$ cat src/rtl/alu32.sv
// Single-cycle registered ALU: AND/OR/ADD/ANDN/ORN/SUB/SLT with zero and
// signed-overflow flags, one result per accepted cycle, no backpressure.
module alu32 #(
  parameter int WIDTH = 32
) (
  input  logic             clk,
  input  logic             reset,
  input  logic [WIDTH-1:0] a,
  input  logic [WIDTH-1:0] b,
  input  logic [2:0]       ControlALU,
  input  logic             in_valid,
  output logic [WIDTH-1:0] y,
  output logic             zero,
  output logic             overflow,
  output logic             out_valid
);

  localparam logic [2:0] OP_AND  = 3'b000;
  localparam logic [2:0] OP_OR   = 3'b001;
  localparam logic [2:0] OP_ADD  = 3'b010;
  localparam logic [2:0] OP_RSVD = 3'b011;
  localparam logic [2:0] OP_ANDN = 3'b100;
  localparam logic [2:0] OP_ORN  = 3'b101;
  localparam logic [2:0] OP_SUB  = 3'b110;
  localparam logic [2:0] OP_SLT  = 3'b111;

  function automatic logic add_ovf(input logic sa, input logic sb, input logic sr);
    add_ovf = (sa == sb) && (sr != sa);
  endfunction

  function automatic logic sub_ovf(input logic sa, input logic sb, input logic sr);
    sub_ovf = (sa != sb) && (sr != sa);
  endfunction

  logic signed [WIDTH-1:0] a_p0;
  logic signed [WIDTH-1:0] b_p0;
  logic signed [WIDTH-1:0] sum_p0;
  logic signed [WIDTH-1:0] diff_p0;
  logic                    add_ovf_p0;
  logic                    sub_ovf_p0;
  logic                    slt_p0;
  logic        [WIDTH-1:0] res_p0;
  logic                    ovf_p0;
  logic                    vld_p0;

  logic        [WIDTH-1:0] y_p1;
  logic                    zero_p1;
  logic                    ovf_p1;
  logic                    vld_p1;

  // ---- stage p0: combinational operation decode ----
  assign a_p0    = signed'(a);
  assign b_p0    = signed'(b);
  assign vld_p0  = in_valid;
  assign sum_p0  = a_p0 + b_p0;
  assign diff_p0 = a_p0 - b_p0;

  assign add_ovf_p0 = add_ovf(a_p0[WIDTH-1], b_p0[WIDTH-1], sum_p0[WIDTH-1]);
  assign sub_ovf_p0 = sub_ovf(a_p0[WIDTH-1], b_p0[WIDTH-1], diff_p0[WIDTH-1]);
  // Overflow flips the apparent sign of the difference, so fold it back in.
  assign slt_p0     = diff_p0[WIDTH-1] ^ sub_ovf_p0;

  always_comb begin
    res_p0 = '0;
    ovf_p0 = 1'b0;
    unique case (ControlALU)
      OP_AND:  res_p0 = a & b;
      OP_OR:   res_p0 = a | b;
      OP_ADD: begin
        res_p0 = unsigned'(sum_p0);
        ovf_p0 = add_ovf_p0;
      end
      OP_RSVD: res_p0 = '0;
      OP_ANDN: res_p0 = a & ~b;
      OP_ORN:  res_p0 = a | ~b;
      OP_SUB: begin
        res_p0 = unsigned'(diff_p0);
        ovf_p0 = sub_ovf_p0;
      end
      OP_SLT:  res_p0 = {{(WIDTH-1){1'b0}}, slt_p0};
      default: res_p0 = '0;
    endcase
  end

  // ---- stage p1: result register; holds when no operation is accepted ----
  always_ff @(posedge clk) begin
    if (reset) begin
      y_p1    <= '0;
      zero_p1 <= 1'b1;
      ovf_p1  <= 1'b0;
      vld_p1  <= 1'b0;
    end else begin
      vld_p1 <= vld_p0;
      if (vld_p0) begin
        y_p1    <= res_p0;
        zero_p1 <= (res_p0 == '0);
        ovf_p1  <= ovf_p0;
      end
    end
  end

  assign y         = y_p1;
  assign zero      = zero_p1;
  assign overflow  = ovf_p1;
  assign out_valid = vld_p1;

endmodule

$ cat config.mk
export PLATFORM = sky130hd
export DESIGN_NAME = alu32
export DESIGN_NICKNAME = d
export VERILOG_FILES = /design/src/rtl/alu32.sv
export SDC_FILE = /design/constraint.sdc
export NUM_CORES = 1
export LEC_CHECK = 0
export CAP_MARGIN = 40
export CORE_MARGIN = 10
export CORE_UTILIZATION = 35
export CTS_BUF_LIST = sky130_fd_sc_hd__clkbuf_4
export DETAILED_ROUTE_END_ITERATION = 10
export SYNTH_ARGS = -nofsm -noshare
export SYNTH_HDL_FRONTEND = slang
export SYNTH_SLANG_ARGS = --single-unit
$ cat constraint.sdc
create_clock -name clk -period 6.93 [get_ports clk]
set_clock_uncertainty 0.05 [all_clocks]
set_input_delay 1.386 -clock clk [delete_from_list [all_inputs] [get_ports clk]]
set_output_delay 1.386 -clock clk [all_outputs]
set_load 0.01 [all_outputs]
=== Yosys cells after proc, flatten, opt, wreduce, memory -nomap -nowiden ===
Cells that the tools add are included.
Widths: inputs -> output; s select.

* Register bits: 35
* Output and inout bits: 35
* Word-level logic and storage cells: 29

* Add/sub/neg operators: 2
* Equal/unequal tests: 11
* Muxes and demuxes: 2
* Bitwise logic cells: 6
* Reduce and logical (&&, ||, !) cells: 4

{| class="wikitable"
|+ Operator list
! operator !! count
|-
| $pmux 32 s8 || 1
|-
| $and 32x32->32 || 2
|-
| $or 32x32->32 || 2
|-
| $add 32x32->32 || 1
|-
| $logic_not 32->1 || 1
|-
| $not 32->32 || 1
|-
| $sub 32x32->32 || 1
|-
| $eq 3x3->1 const B || 4
|-
| $eq 3x2->1 const B || 2
|-
| $eq 3x1->1 const B || 1
|-
| $logic_not 3->1 || 1
|-
| $ne 1x1->1 || 3
|-
| $logic_and 1x1->1 || 2
|-
| $pmux 1 s2 || 1
|-
| $eq 1x1->1 || 1
|-
| $xor 1x1->1 || 1
|}

=== Logic depth before layout (Yosys ltp) ===
* Depth after elaboration: 6
* Mapped depth: 25

=== Least setup slack after synthesis ===
Ideal clock, no wire load.

* Kind: input to register
* Start: input port b[1]
* End: register zero_p1, in the netlist zero
* Setup time: 0.096 ns
* Arrival time: 5.804 ns
* Slack: 0.980 ns
* Cell stages on the path: 24
* Path buffers: 0
* Path through: inv_1 > ha_1 > nand2b_1 > a2111o_1 > a2111o_1 > a211o_1 > o21a_4 > o21ai_2 > nand2_1 > nand2_1 > a21oi_1 > o21bai_1 > a21oi_1 > fa_1 > nand3_1 > o21ai_0 > nand3b_1 > o41ai_1 > nand3_1 > nor4_1 > nor4bb_1 > nand4_1 > or4b_1 > o41ai_2

* Longest elaborated chain between the ends: 6

{| class="wikitable"
|+ Ends and longest elaborated chain
! what !! RTL line !! text
|-
| start: declaration || 9 || <nowiki>input logic [WIDTH-1:0] b,</nowiki>
|-
| $sub 32x32->32 || 56 || <nowiki>assign diff_p0 = a_p0 - b_p0;</nowiki>
|-
| $ne 1x1->1 || 32 || <nowiki>sub_ovf = (sa != sb) && (sr != sa);</nowiki>
|-
| $logic_and 1x1->1 || 32 ||
|-
| $xor 1x1->1 || 61 || <nowiki>assign slt_p0 = diff_p0[WIDTH-1] ^ sub_ovf_p0;</nowiki>
|-
| $pmux 32 s8 (*) || 66 || <nowiki>unique case (ControlALU)</nowiki>
|-
| $logic_not 32->1 (*) || 96 || <nowiki>zero_p1 <= (res_p0 == '0);</nowiki>
|-
| end signal: assignment || 96 ||
|-
| end: declaration || 47 || <nowiki>logic zero_p1;</nowiki>
|}

Mark *: on every way between the ends. The rest lies on a longest branch, timed or not.
A chain may end at the register's enable or synchronous reset.

=== Worst setup path after layout ===
* Start: input port b[3]
* End: register zero_p1, in the netlist zero

Same word-level chain as after synthesis.

==> run_results.csv <==
group,metric,value,unit
run_status,status,"complete, no violations",
power,peakVddDrop,0.0001696,V
clocking,ctsHoldBuffers,0,
synth,synth_top_flop_cell,"dfxtp_1",
timing,min_period,6580,ps
synth,postSynthCellCount,896,
synth,syn_avg_cell_area,6.908,um^2
critical_path,crit_family,"compound AO/OA/AOI/OAI gates",
finish,fin_cells,1211,
critical_path,timing.rr.end,"y[4]$_SDFFE_PP0P_",
critical_path,worstSetupStartpointType,"input pin",
global_routing,use_met2,0.3028,
clocking,clockBufferDepth,2,
timing,rsz0062_at_grt,"false",
clocking,cts_resized,0,
route,wl_per_cell,19.74,um
timing,slew_headroom,0.3988,
route,first_pass_iters,5,
route,via_count,7086,
clocking,clock_latency,340,ps
timing,fmax,152.0,MHz
placement,place.port_buffers,104,
power,p_int,0.0005839,W
placement,dp.cells,1203,
power,p_leak,3.167,nW
critical_path,slowest_delay,540,ps
synth,yosys_warnings,0,
clocking,cts_buffers,5,
power,powerDensity,133.0,nW/um^2
critical_path,worstReg2RegStart,"y[4]$_SDFFE_PP0P_",
critical_path,r2r_slack,6080,ps
global_routing,gr-max-usage-layer,"met2",
critical_path,r2r_cells,2,
finish,final_common_cell,"clkdlybuf4s50_1",
clocking,cts_tree,"done",
placement,gp_congestion,0.9509,
timing,worst_pin_slew,898.5,ps
min_path,holdPathStages,2,
finish,final_nets,1120,
finish,area_growth,23.51,%
critical_path,crit_path_max_fanout,5,
finish,postLayoutCoreUtil,0.4420,
floorplan,die_x,153.0,um
synth,synth-edff-count,0,
global_routing,antenna_found_initial,0,
synth,syn-num-nets,1031,
route,ant_nets,0,
route,viasPerCell,5.851,
clocking,postCtsSetupBuffers,0,
finish,final_cell_mix,"102 x clkdlybuf4s50_1, 95 x nor2_1, 92 x a21oi_1",
power,power.switching,0.0004328,W
job,max_cap_viol_count,0,
placement,hpwlAfterDp,19350,um
timing,drv_slew,0,
clocking,cts.clk_slew.worst_paths,120,ps
clocking,cts_sinks,35,
finish,drive_above_1_share,0.06288,
synth,syn_area,6190,um^2
clocking,cts_root_buf,"clkbuf_4",
global_routing,gr-usage-met1,0.2748,
floorplan,pin_count,105,
floorplan,core,17300,um^2
critical_path,slowest_stage,"or4b_1",
power,p_seq_frac,0.223,
critical_path,end_kind,"flip-flop",
synth,ys_ff_latch,35,
global_routing,grt_first_pass_wirelength,37790,um
global_routing,first_global_vias,6676,
power,switching_share,0.4257,
critical_path,crit_required,7150,ps
floorplan,dieArea,23400,um^2
floorplan,die_h,153.0,um
timing,hold_viol,0,
global_routing,globalRoute.totalOverflow,0,
critical_path,path_class,"in -> reg",
finish,num_antenna_cells,0,
route,drt_iter0_markers,613,
critical_path,arrival,6800,ps
min_path,holdPathEnd,"y[5]$_SDFFE_PP0P_",
timing,fin_crit_sh,0.9495,
global_routing,grtUsageMet3,0.02778,
power,power,0.001017,W
min_path,hp-start,"y[5]$_SDFFE_PP0P_",
synth,seq_area_frac_synth,0.1132,
route,drc,0,
min_path,hold_class,"reg -> reg",
global_routing,grt.total_usage,0.1923,
route,routed_wirelength,23910,um
floorplan,start_util,0.3579,
critical_path,crit_buf_inv,3,
synth,async_reset_ff_frac,0,
global_routing,grt_max_degree,45,
floorplan,rows,48,
synth,synth_cell_type_count,78,
finish,nFillCells,1809,
timing,setup_viol,0,
finish,fin_area,7645,um^2
power,combPwrFrac,0.592,
power,clkPwrFrac,0.185,
placement,placed_area,7533,um^2
clocking,htreeDepth,2,
## cell type report
class,instances,area (um^2),share of cell area
Clock buffer,6,45.04,0.005892
Clock inverter,2,60.06,0.007856
Inverter,78,292.8,0.03830
Multi-Input combinational cell,728,4986,0.6522
Sequential cell,35,700.7,0.09165
Tap cell,225,281.5,0.03682
Timing Repair Buffer,137,1279,0.1673
## how the worst max path moves through the flow
stage / depth (start not counted) / endpoint / slack [ps] / from
3_3_place_gp: 25 / zero$_SDFFE_PP1P_ / 70 / b[3]
6_report: 25 / zero$_SDFFE_PP1P_ / 350 / b[3]
3_5_place_dp: 25 / zero$_SDFFE_PP1P_ / -60 / b[3]
2_1_floorplan: 24 / zero$_SDFFE_PP1P_ / 980 / b[1]
4_1_cts: 25 / zero$_SDFFE_PP1P_ / 330 / b[3]
5_1_grt: 25 / zero$_SDFFE_PP1P_ / 10 / b[3]
## synth_stat cells (4+ instances only)
library cell / n / area, um^2
buf_1: 7 / 26.28
o31a_1: 6 / 52.55
o21a_1: 9 / 67.56
clkbuf_1: 38 / 142.6
nor2b_1: 11 / 68.82
buf_2: 10 / 50.05
dfxtp_1: 35 / 700.7
o21ai_0: 45 / 225.2
a31oi_1: 10 / 62.56
xnor2_1: 24 / 210.2
a211oi_1: 19 / 142.6
a211o_1: 5 / 43.79
o41ai_1: 4 / 35.03
a311oi_1: 4 / 35.03
o211ai_1: 7 / 52.55
o31ai_1: 13 / 97.59
a2111oi_0: 5 / 43.79
a22oi_1: 5 / 37.54
or2_2: 8 / 50.05
nand4_1: 9 / 56.30
nand2b_1: 7 / 43.79
o22ai_1: 10 / 62.56
and2_1: 6 / 37.54
nor3_1: 31 / 155.2
a41oi_1: 5 / 43.79
xor2_1: 28 / 245.2
a21boi_0: 4 / 30.03
nand3_1: 13 / 65.06
a21oi_1: 92 / 460.4
inv_1: 75 / 281.5
maj3_1: 10 / 100.1
ha_1: 62 / 775.7
or3_1: 5 / 31.28
mux2i_1: 17 / 170.2
nand2_1: 57 / 214.0
o21bai_1: 10 / 75.07
nor2_1: 96 / 360.4
a21o_1: 14 / 105.1
a221oi_1: 7 / 61.31
nor4_1: 8 / 50.05
## layer usage
layer	vias to the layer above	wire length (um)
met1	3323	11390
met2	296	10470
met3	19	1790
met5	-	0
li1	3448	-
met4	0	263
## registers in the layout, indices dropped and copies added (netlist names)
signal     cells
out_valid      1
overflow       1
y             32
zero           1
## stage by stage
stage / setup slack (ps) / setup TNS [ps] / hold slack (ps)
after detailed placement: -64.98 / -64.98 / 409.1
after floorplan: 980.3 / 0 / 440.0
after CTS: 325.3 / 0 / 426.4
after global routing: 11.28 / 0 / 465.0
final: 349.8 / 0 / 423.9
after global placement: 70.42 / 0 / 405.7
## logic make-up (layout without fill, tap and decap cells)
group | count (synthesis) | count (layout) | synth area share
AO/OA/AOI/OAI | 318 | 318 | 0.3497
XOR/XNOR | 52 | 52 | 0.07358
adder cells (fa/ha/maj) | 75 | 75 | 0.1512
buffers and inverters | 133 | 223 | 0.08268
flip-flops | 35 | 35 | 0.1132
multiplexers | 17 | 17 | 0.02749
AND/OR/NAND/NOR | 266 | 266 | 0.2021
## worst reg2reg max path, stage by stage, from the launching register on
cell     delay (ps)
dfxtp_1         330
or2_2           260
o311a_1         120
## power groups by stage
| stage | clock network [W] | logic (W) | registers [W] |
|---|---|---|---|
| 3_5_place_dp | 0 | 0.000589 | 0.000231 |
| 3_3_place_gp | 0 | 0.000589 | 0.000231 |
| 4_1_cts | 0.000192 | 0.000592 | 0.000227 |
| 5_1_grt | 0.000201 | 0.000658 | 0.000229 |
| 6_report | 0.000188 | 0.000602 | 0.000227 |
| 2_1_floorplan | 0 | 0.000362 | 0.000237 |
(Power assumes the default switching activity.)
